===== config.mk =====
export PLATFORM = sky130hd
export DESIGN_NAME = param_bitcounter
export DESIGN_NICKNAME = d
export VERILOG_FILES = /design/src/rtl/bitcount_pkg.sv /design/src/rtl/chunk_popcount.sv /design/src/rtl/param_bitcounter.sv
export SDC_FILE = /design/constraint.sdc
export NUM_CORES = 1
export LEC_CHECK = 0
export ABC_CLOCK_PERIOD_IN_PS = 3100
export BUFFER_PORTS_ARGS = -buffer_cell sky130_fd_sc_hd__buf_2
export CORE_ASPECT_RATIO = 0.9
export CORE_MARGIN = 2
export CORE_UTILIZATION = 40
export CTS_CLUSTER_DIAMETER = 30
export DETAILED_ROUTE_END_ITERATION = 10
export PLACE_DENSITY = 0.65
export SLEW_MARGIN = 20
export SYNTH_ARGS = -nofsm -noshare
export SYNTH_HDL_FRONTEND = slang
export SYNTH_SLANG_ARGS = --single-unit

===== constraint.sdc =====
create_clock -name clock -period 3.1 [get_ports clock]
set_input_delay 0.31 -clock clock [delete_from_list [all_inputs] [get_ports clock]]
set_output_delay 0.31 -clock clock [all_outputs]
set_load 0.005 [all_outputs]

===== src/rtl/bitcount_pkg.sv =====
// Shared types and constants for the parametrised bit counter.
package bitcount_pkg;

  typedef enum logic [1:0] {S_IDLE, S_COUNT, S_DONE} bc_state_t;

  localparam logic MODE_ONES  = 1'b0;
  localparam logic MODE_ZEROS = 1'b1;

endpackage


===== src/rtl/chunk_popcount.sv =====
// Combinational population count of one STEP-bit chunk of the shift register.
module chunk_popcount #(
  parameter int STEP = 1,
  parameter int CW   = $clog2(STEP + 1)
) (
  input  logic [STEP-1:0] i_bits,
  output logic [CW-1:0]   o_count
);

  always_comb begin
    o_count = '0;
    for (int i = 0; i < STEP; i++) begin
      o_count = o_count + CW'(i_bits[i]);
    end
  end

endmodule


===== src/rtl/param_bitcounter.sv =====
// Counts ones (or zeros) of a WIDTH-bit operand, STEP bits per clock, stopping as
// soon as no set bits remain. Handshake: start is a level request; done (Moore,
// S_DONE only) holds the result until start is released; busy marks S_COUNT.
module param_bitcounter
  import bitcount_pkg::*;
#(
  parameter int WIDTH = 8,
  parameter int STEP  = 1,
  parameter int RW    = $clog2(WIDTH + 1)
) (
  input  logic             clock,
  input  logic             reset,
  input  logic             start,
  input  logic             mode,
  input  logic [WIDTH-1:0] input_a,
  output logic [RW-1:0]    result,
  output logic             done,
  output logic             busy,
  output logic [1:0]       state_dbg
);

  localparam int CW = $clog2(STEP + 1);

  bc_state_t        r_state;
  bc_state_t        w_state_next;
  logic [WIDTH-1:0] r_shreg;
  logic [WIDTH-1:0] w_shreg_next;
  logic [RW-1:0]    r_result;
  logic [RW-1:0]    w_result_next;
  logic [CW-1:0]    w_chunk_cnt;

  chunk_popcount #(.STEP(STEP)) u_chunk (
    .i_bits  (r_shreg[STEP-1:0]),
    .o_count (w_chunk_cnt)
  );

  // Zero counting is ones counting of the inverted operand, so only the load differs.
  always_comb begin
    w_state_next  = r_state;
    w_shreg_next  = r_shreg;
    w_result_next = r_result;
    case (r_state)
      S_IDLE: begin
        if (start) begin
          w_shreg_next  = (mode == MODE_ZEROS) ? ~input_a : input_a;
          w_result_next = '0;
          w_state_next  = S_COUNT;
        end
      end
      S_COUNT: begin
        if (r_shreg == '0) begin
          w_state_next = S_DONE;
        end else begin
          w_result_next = r_result + RW'(w_chunk_cnt);
          w_shreg_next  = r_shreg >> STEP;
        end
      end
      S_DONE: begin
        if (!start) w_state_next = S_IDLE;
      end
      default: w_state_next = S_IDLE;
    endcase
  end

  always_ff @(posedge clock) begin
    if (reset) begin
      r_state  <= S_IDLE;
      r_shreg  <= '0;
      r_result <= '0;
    end else begin
      r_state  <= w_state_next;
      r_shreg  <= w_shreg_next;
      r_result <= w_result_next;
    end
  end

  assign result    = r_result;
  assign done      = (r_state == S_DONE);
  assign busy      = (r_state == S_COUNT);
  assign state_dbg = r_state;

endmodule


# After elaboration in Yosys (flattened, before gate mapping)

Index checks and enable logic that the tools add are counted.

Register bits: 14
Bits in latches: 0
RAM bits: 0
ROM bits: 0
Bits of input ports: 12
Word-level logic and storage cells: 27
Memories kept: 0

Add/sub/neg operators: 1
$mul: 0
Divide/modulo/power cells: 0
$lt $le $gt $ge: 0
Equality and inequality tests: 6
Shift operators: 0
Mux-type cells: 11
Bitwise operators: 1
Reductions and logical operators: 5

Operators with widths:

| operator                                              | count |
|---|---|
| two-way mux 8 bit                                     | 3 |
| one-hot mux 8 bit (2 select lines)                    | 1 |
| logical NOT 8 bit                                     | 1 |
| two-way mux 4 bit                                     | 2 |
| NOT 8 bit                                             | 1 |
| one-hot mux 4 bit (2 select lines)                    | 1 |
| two-way mux 2 bit                                     | 3 |
| inequality test 2 bit, second input constant          | 3 |
| one-hot mux 2 bit (3 select lines)                    | 1 |
| AND reduction 3 bit                                   | 2 |
| adder 4 x 1 -> 4 bit                                  | 1 |
| == test 2 x 1 -> 1 bit, second input constant         | 1 |
| == test 2 bit, second input constant                  | 1 |
| logical NOT 2 bit                                     | 1 |
| inequality test 2 x 1 -> 1 bit, second input constant | 1 |
| nonzero test 2 bit                                    | 1 |

# Depth between registers and ports, before layout

Gate-level depths: netlist of run 1.

Word-level depth: 4
Gate-level depth with buffers: 6
Mapped depth without buffers: 5

# Modules after synthesis

Synthesis of run 1 repeated with hierarchy kept, for this count alone.

Cells, all modules: 89
Area total of the unflattened synthesis: 752.0 um2

Modules (own cells, without submodules):

| module           | times used | cells each | area an instance (um2) |
|---|---|---|---|
| param_bitcounter | 1          | 88         | 744.5 |
| chunk_popcount   | 1          | 1          | 7.5 |

# Worst setup path before layout of run 1

No wires, ideal clock.

Path kind: register to register
Start: register r_state[0], in the netlist state_dbg[0]
End: register r_result[3], in the netlist result[3]
Data arrival time: 1.332 ns
Slack: 1.698 ns
Stages on the path, launching flop included: 5
Cells stage by stage: dfxtp_1 -> o21bai_4 -> a31o_4 -> or4_1 -> a21oi_1

Word-level cells in the longest chain between the ends: 3
Elaborated cells on any way between the ends: 7

RTL lines:

| element                                                                             | RTL line               | source |
|---|---|---|
| from (decl)                                                                         | param_bitcounter.sv:24 | `bc_state_t r_state;` |
| from (signal assigned)                                                              | param_bitcounter.sv:71 | `r_state <= w_state_next;` |
| == test 2 x 1 -> 1 bit / logical NOT 2 bit (equally long branches)                  | param_bitcounter.sv:42 | `case (r_state)` |
| inequality test 2 bit (no source line) / nonzero test 2 bit (equally long branches) | n/a                    |  |
| AND reduction 3 bit (no source line)                                                | n/a                    |  |
| to (signal assigned)                                                                | param_bitcounter.sv:73 | `r_result <= w_result_next;` |
| to (decl)                                                                           | param_bitcounter.sv:28 | `logic [RW-1:0] r_result;` |

Several ways; a longest one is shown, not always the timed one.
A chain may end at the register's enable or synchronous reset.

# Worst setup path after layout of run 1

Start: register r_state[1], in the netlist state_dbg[1]
End: output busy

Word-level cells in the longest chain between the ends: 1

RTL lines:

| element                | RTL line               | source |
|---|---|---|
| == test 2 x 1 -> 1 bit | param_bitcounter.sv:79 | `assign busy = (r_state == S_COUNT);` |
| to (decl)              | param_bitcounter.sv:18 | `output logic busy,` |

Every way passes these cells.

==> impl_metrics.csv, run 1 <==
group,metric,value,unit
status,run_status,"complete, no violations",
synthesis,synth_ff_type,"dfxtp_1",
pwr,peakVddDrop,0.283,mV
layout,area_delta_synth_final,18.7,%
floorplan,die_w,49.5,µm
detailed_routing,drt_iter0_drc,22,
layout,nets,121,
pwr,swShare,0.330,
detailed_routing,drt-total-wl,1500,µm
floorplan,core,1720,µm²
synthesis,async_reset_ff_frac,0,
worst_setup_path,cp_data_required_time,2.79,ns
clock_network,htree_num_levels,1,
clock_network,clockBufferDepth,2,
clock_network,root_buffer,"clkbuf_4",
synthesis,synth_top_family_by_area,"simple AND/OR/NAND/NOR gates",
worst_setup_path,crit_type,"flop to primary output",
floorplan,initial_core_util,0.434,
timing,setup_viol,0,
global_route,grt_usage,0.145,
floorplan,ios,20,
synthesis,syn-num-nets,102,
global_route,overflow,0,
hold_path,hold_path_class,"primary input to flop",
placed_design,dpl_cell_area,847,µm²
synthesis,synth_seq_area_share,0.376,
pwr,p_sw,0.000167,W
pwr,internal_power,0.000338,W
layout,instances_no_fill,130,
layout,drive_gt1_frac,0.255,
pwr,p_leak,0.366,nW
synthesis,netlist_instances,88,
synthesis,synth-simple-area-share,0.232,
worst_setup_path,cp-startpoint,"state_dbg[1]",
clock_network,cts_sinks,14,
detailed_routing,vias,680,
detailed_routing,drc,0,
synthesis,synth.cell_area,744,µm²
global_route,antenna_found_initial,0,
layout,antenna_cells,0,
timing,max_freq,556,MHz
detailed_routing,drt-vias-per-instance,5.23,
detailed_routing,wl_per_cell,11.6,µm
floorplan,dieArea,2220,µm²
flow_run,max_cap_violations,0,
global_route,grt_max_degree,19,
clock_network,post-cts-setup-buffer-count,0,
clock_network,hold_buffers,0,
synthesis,synth_fa_ha_area_frac,0.0336,
clock_network,worstSkewPairLatency,0.28,ns
global_route,grt_pass1_wl,2430,µm
synthesis,muxShareOfSynthArea,0,
synthesis,yosys_warnings,0,
pwr,clkPwrFrac,0.263,
synthesis,synth_xor_area_frac,0.0941,
synthesis,synth_edf_count,0,
timing,slew_viol_final,0,
timing,fin_crit,1.80,ns
timing,relSlewSlack,0.413,
worst_setup_path,r2r_start,"state_dbg[0]",
layout,n_fill_cell,177,
placed_design,io_buffers,19,
hold_path,worstHoldStart,"start",
placed_design,gp_congestion,0.775,
pwr,power_density,572,nW/µm²
timing,skew,0.00278,ns
timing,fin_crit_sh,0.581,
timing,setup_tns,0,ns
floorplan,rows,14,
synthesis,synth.avg_cell_area,8.46,µm²
timing,finalHoldViolations,0,
clock_network,cts_tree,"yes",
clock_network,cts_made_buffers,3,
synthesis,synth-seq-cells,14,
synthesis,post_synth_num_cell_types,23,
worst_setup_path,end_kind,"primary output",
worst_setup_path,crit_arrival,1.49,ns
detailed_routing,postRouteAntennaNets,0,
pwr,pwr-share-seq,0.449,
placed_design,place_inst,126,
clock_network,clkSlewWorstSetupHoldPaths,0.09,ns
detailed_routing,dr.pass1.iters,4,
synthesis,synth_compound_area_frac,0.229,
timing,rsz0062_at_grt,"no",
timing,tightest_slew,0.876,ns
clock_network,cts_resized,0,
global_route,grt_pass1_vias,547,
pwr,combPwrFrac,0.288,
layout,final_area,883,µm²
placed_design,hpwl,1090,µm
floorplan,die_h,44.9,µm
worst_setup_path,cp_max_fo,18,
worst_setup_path,cp-start-kind,"flop",
## critical path, cell delays in order, from the launching register on
cell and delay [ns]:
dfxtp_1 0.39, nand2b_1 0.53, inv_2 0.13, buf_2 0.16
## flip-flops by register name (all words and copies together), names as in the netlist
signal / flops
r_shreg: 8
result: 4
state_dbg: 2
## logic make-up after synthesis
family	Yosys count
compound gates	25
xor+xnor	8
fa+ha+maj	2
buf+inv	6
flops	14
simple gates	33
## layout by cell type, fill, tap and decap left out
cell | netlist | routed
clkbuf_8 | 0 | 1
o21ai_0 | 2 | 2
nand4b_1 | 2 | 2
nor4b_4 | 1 | 1
o21bai_4 | 1 | 1
clkbuf_4 | 0 | 3
and2_1 | 1 | 1
a21oi_1 | 13 | 13
nand2b_1 | 1 | 1
or4_1 | 1 | 1
nor2_1 | 3 | 3
nand3_1 | 4 | 4
nor3_1 | 1 | 1
xnor2_1 | 7 | 7
a31o_4 | 1 | 1
a31oi_1 | 1 | 1
dfxtp_1 | 14 | 14
inv_2 | 1 | 1
buf_2 | 3 | 19
nand2_1 | 18 | 18
and2b_1 | 1 | 1
xor2_1 | 1 | 1
o211ai_1 | 7 | 7
ha_1 | 2 | 2
## path summary, 6_finish.rpt
check,endpoint,slack (ns),depth (start not counted)
worst max-delay path,busy,1.30,3
worst min-delay path,state_dbg[1],0.31,3
worst max register to register,r_shreg[2],1.41,4
worst min register to register,r_shreg[4],0.48,2
## stage by stage
step | hold WS [ns] | worst slack [ns] | total power, W | utilization
2_1_floorplan | 0.379 | 1.70 | 0.000343 | -
3_3_place_gp | 0.468 | 1.43 | 0.000376 | 0.493
3_5_place_dp | 0.466 | 1.43 | 0.000377 | 0.493
4_1_cts | 0.296 | 1.30 | 0.000512 | 0.515
5_1_grt | 0.305 | 1.17 | 0.000536 | 0.515
6_report | 0.306 | 1.30 | 0.000505 | 0.515
## cells in the mapped netlist (all sizes together) (2+ instances only)
master	instances	area share
nand4b	2	0.024
xnor2	7	0.082
o211ai	7	0.071
nand3	4	0.027
o21ai	2	0.013
nand2	18	0.091
nor2	3	0.015
ha	2	0.034
clkbuf	2	0.010
dfxtp	14	0.38
a21oi	13	0.087
buf	3	0.020
## power groups by stage
| stage | clock network [W] | registers, W | logic [W] |
|---|---|---|---|
| after floorplan | 0 | 0.000227 | 0.000116 |
| after global placement | 0 | 0.000231 | 0.000145 |
| after detailed placement | 0 | 0.000231 | 0.000146 |
| after CTS | 0.000139 | 0.000227 | 0.000146 |
| after global routing | 0.000144 | 0.000230 | 0.000163 |
| final | 0.000133 | 0.000227 | 0.000146 |
## layout make-up
| cell class | count | area, µm² | share of cell area |
|---|---|---|---|
| tap | 24 | 30.0 | 0.0340 |
| clock buffer | 4 | 36.3 | 0.0411 |
| multi-input combinational | 68 | 438 | 0.496 |
| timing repair buffer | 19 | 95.1 | 0.108 |
| sequential | 14 | 280 | 0.317 |
| inverter | 1 | 3.75 | 0.00425 |
## per-layer routing
layer  part of all wire  routed length, µm  track usage
met5                  0                  0            0
met2               0.43                642        0.211
met1               0.48                727        0.199
met3              0.079                119       0.0430
met4             0.0087                 13       0.0667
No activity file was read; power rests on OpenSTA's default activity.
==> run 2, diff against run 1 <==
ABC_CLOCK_PERIOD_IN_PS = 1520   (was 3100)
PLACE_DENSITY = 0.68   (was 0.65)
clock period = 1.52 ns   (was 3.1 ns; I/O delays follow)
==> run 2 against run 1 <==
Hold slack worse by 0.18 ns. Core utilization up 1.3 points. Register-to-register slack worse by 1.3 ns. Sequential share of layout area down 0.79 points. Cell count up 2.3%. Count of clock-buffer cells in the layout unchanged. Non-clock buffer count up 3. First-iteration DRC count down 36%. Routed wire length up 2.6%. Power up 110%. Clock power up 100%. Critical path type is now flop to flop.
==> impl_metrics.csv, run 2 (synthesis gave the netlist of run 1 again) <==
group,metric,value,unit
detailed_routing,drt-vias-per-instance,5.14,
timing,slew_viol_final,0,
clock_network,worstSkewPairLatency,0.28,ns
timing,finalHoldViolations,0,
pwr,power,0.00106,W
timing,fin_crit,1.43,ns
worst_setup_path,worstSetupEndpoint,"result[3]",
global_route,overflow,0,
floorplan,ios,20,
layout,instances_no_fill,133,
clock_network,cts_resized,0,
timing,setup_tns,0,ns
worst_setup_path,crit_arrival,1.66,ns
detailed_routing,vias,684,
timing,setup_viol,0,
worst_setup_path,crit_type,"flop to flop",
pwr,combPwrFrac,0.310,
clock_network,clkSlewWorstSetupHoldPaths,0.09,ns
worst_setup_path,r2r_start,"state_dbg[0]",
placed_design,place_inst,129,
placed_design,hpwl,1090,µm
worst_setup_path,end_kind,"flop",
pwr,internal_power,0.000711,W
worst_setup_path,reg2reg_depth,4,
floorplan,die_w,49.5,µm
layout,regMostFlops,"r_shreg",
timing,fin_crit_sh,0.944,
layout,area_delta_synth_final,21.7,%
clock_network,hold_buffers,0,
timing,relSlewSlack,0.703,
pwr,clkPwrFrac,0.254,
detailed_routing,wl_per_cell,11.6,µm
global_route,grt_pass1_vias,555,
pwr,power_density,1170,nW/µm²
timing,tightest_slew,0.442,ns
detailed_routing,drc,0,
layout,nets,124,
global_route,grt_usage,0.152,
clock_network,post-cts-setup-buffer-count,0,
floorplan,die_h,44.9,µm
clock_network,cts_sinks,14,
status,run_status,"complete, no violations",
floorplan,initial_core_util,0.434,
worst_setup_path,cp_slowest_stage_delay,0.47,ns
placed_design,dpl_cell_area,870,µm²
timing,max_freq,697,MHz
worst_setup_path,cp-startpoint,"state_dbg[0]",
global_route,antenna_found_initial,0,
layout,largest_reg_flops,8,
detailed_routing,dr.pass1.iters,4,
pwr,p_sw,0.000349,W
global_route,grt_max_degree,16,
detailed_routing,drt-total-wl,1540,µm
clock_network,root_buffer,"clkbuf_4",
clock_network,cts_tree,"yes",
pwr,swShare,0.330,
timing,skew,0.00658,ns
global_route,grt_pass1_wl,2480,µm
flow_run,max_cap_violations,0,
worst_setup_path,r2r_end,"result[3]",
clock_network,htree_num_levels,1,
clock_network,cts_made_buffers,3,
detailed_routing,postRouteAntennaNets,0,
clock_network,clockBufferDepth,2,
worst_setup_path,path_cells,"nor4b_4 -> a31o_4 -> or4_1 -> a21oi_1",
worst_setup_path,cp_slowest_cell,"or4_1",
layout,utilization,0.528,
worst_setup_path,cp-start-kind,"flop",
floorplan,rows,14,
layout,final_area,906,µm²
floorplan,dieArea,2220,µm²
layout,drive_gt1_frac,0.275,
pwr,pwr-share-seq,0.436,
worst_setup_path,cp_data_required_time,1.74,ns
floorplan,core,1720,µm²
worst_setup_path,r2r_slack,0.09,ns
placed_design,gp_congestion,0.778,
detailed_routing,drt_iter0_drc,14,
timing,rsz0062_at_grt,"no",
layout,mostFrequentLayoutCell,"buf_2",
pwr,p_leak,0.380,nW
layout,antenna_cells,0,
pwr,peakVddDrop,0.699,mV
layout,mostFrequentLayoutCells,"19 x buf_2, 18 x nand2_1, 14 x dfxtp_1",
worst_setup_path,cp_max_fo,7,
hold_path,hold_path_class,"primary input to flop",
placed_design,io_buffers,19,
[run 2: cell types whose count changed in the layout (fill, tap and decap cells not counted)]
cell / before / now
buf_4: 0 / 3
[run 2: cell type report]
class	instances	area (µm²)
inverter	1	3.75
tap	24	30.0
sequential	14	280
multi-input combinational	68	438
clock buffer	4	36.3
timing repair buffer	22	118
fill	182	811
[run 2: stage by stage]
stage / setup WS (ns) / hold slack [ns]
floorplan: 0.118 / 0.221
global placement: 0.130 / 0.432
detailed placement: 0.0988 / 0.435
CTS: 0.0767 / 0.129
global route: 0.0273 / 0.134
finish: 0.0857 / 0.130
[run 2: metal layers]
layer,vias to the layer above,global-route usage,share of wire
li1,354,-,-
met3,2,0.0596,0.063
met1,306,0.188,0.48
met2,22,0.238,0.44
met4,0,0.0667,0.012
met5,-,0,0
[run 2: worst min path at each step]
stage               start      endpoint  slack [ns]  cells after the start
global route        start  state_dbg[1]        0.13                      3
detailed placement  start  state_dbg[1]        0.44                      3
finish              start  state_dbg[1]        0.13                      3
CTS                 start  state_dbg[1]        0.13                      3
floorplan           reset    r_shreg[2]        0.22                      1
global placement    start  state_dbg[1]        0.43                      3
[run 2: power groups by stage]
stage          Sequential (W)  Combinational (W)  Clock (W)
6_report             0.000462           0.000329   0.000269
4_1_cts              0.000462           0.000327   0.000276
2_1_floorplan        0.000462           0.000237          0
3_5_place_dp         0.000470           0.000325          0
5_1_grt              0.000468           0.000358   0.000297
3_3_place_gp         0.000469           0.000321          0
[run 2: critical path: cells and delay by family (launching register included)]
kind | cells | cell delay (ns)
flops | 1 | 0.37
compound gates | 2 | 0.38
simple gates | 2 | 0.63
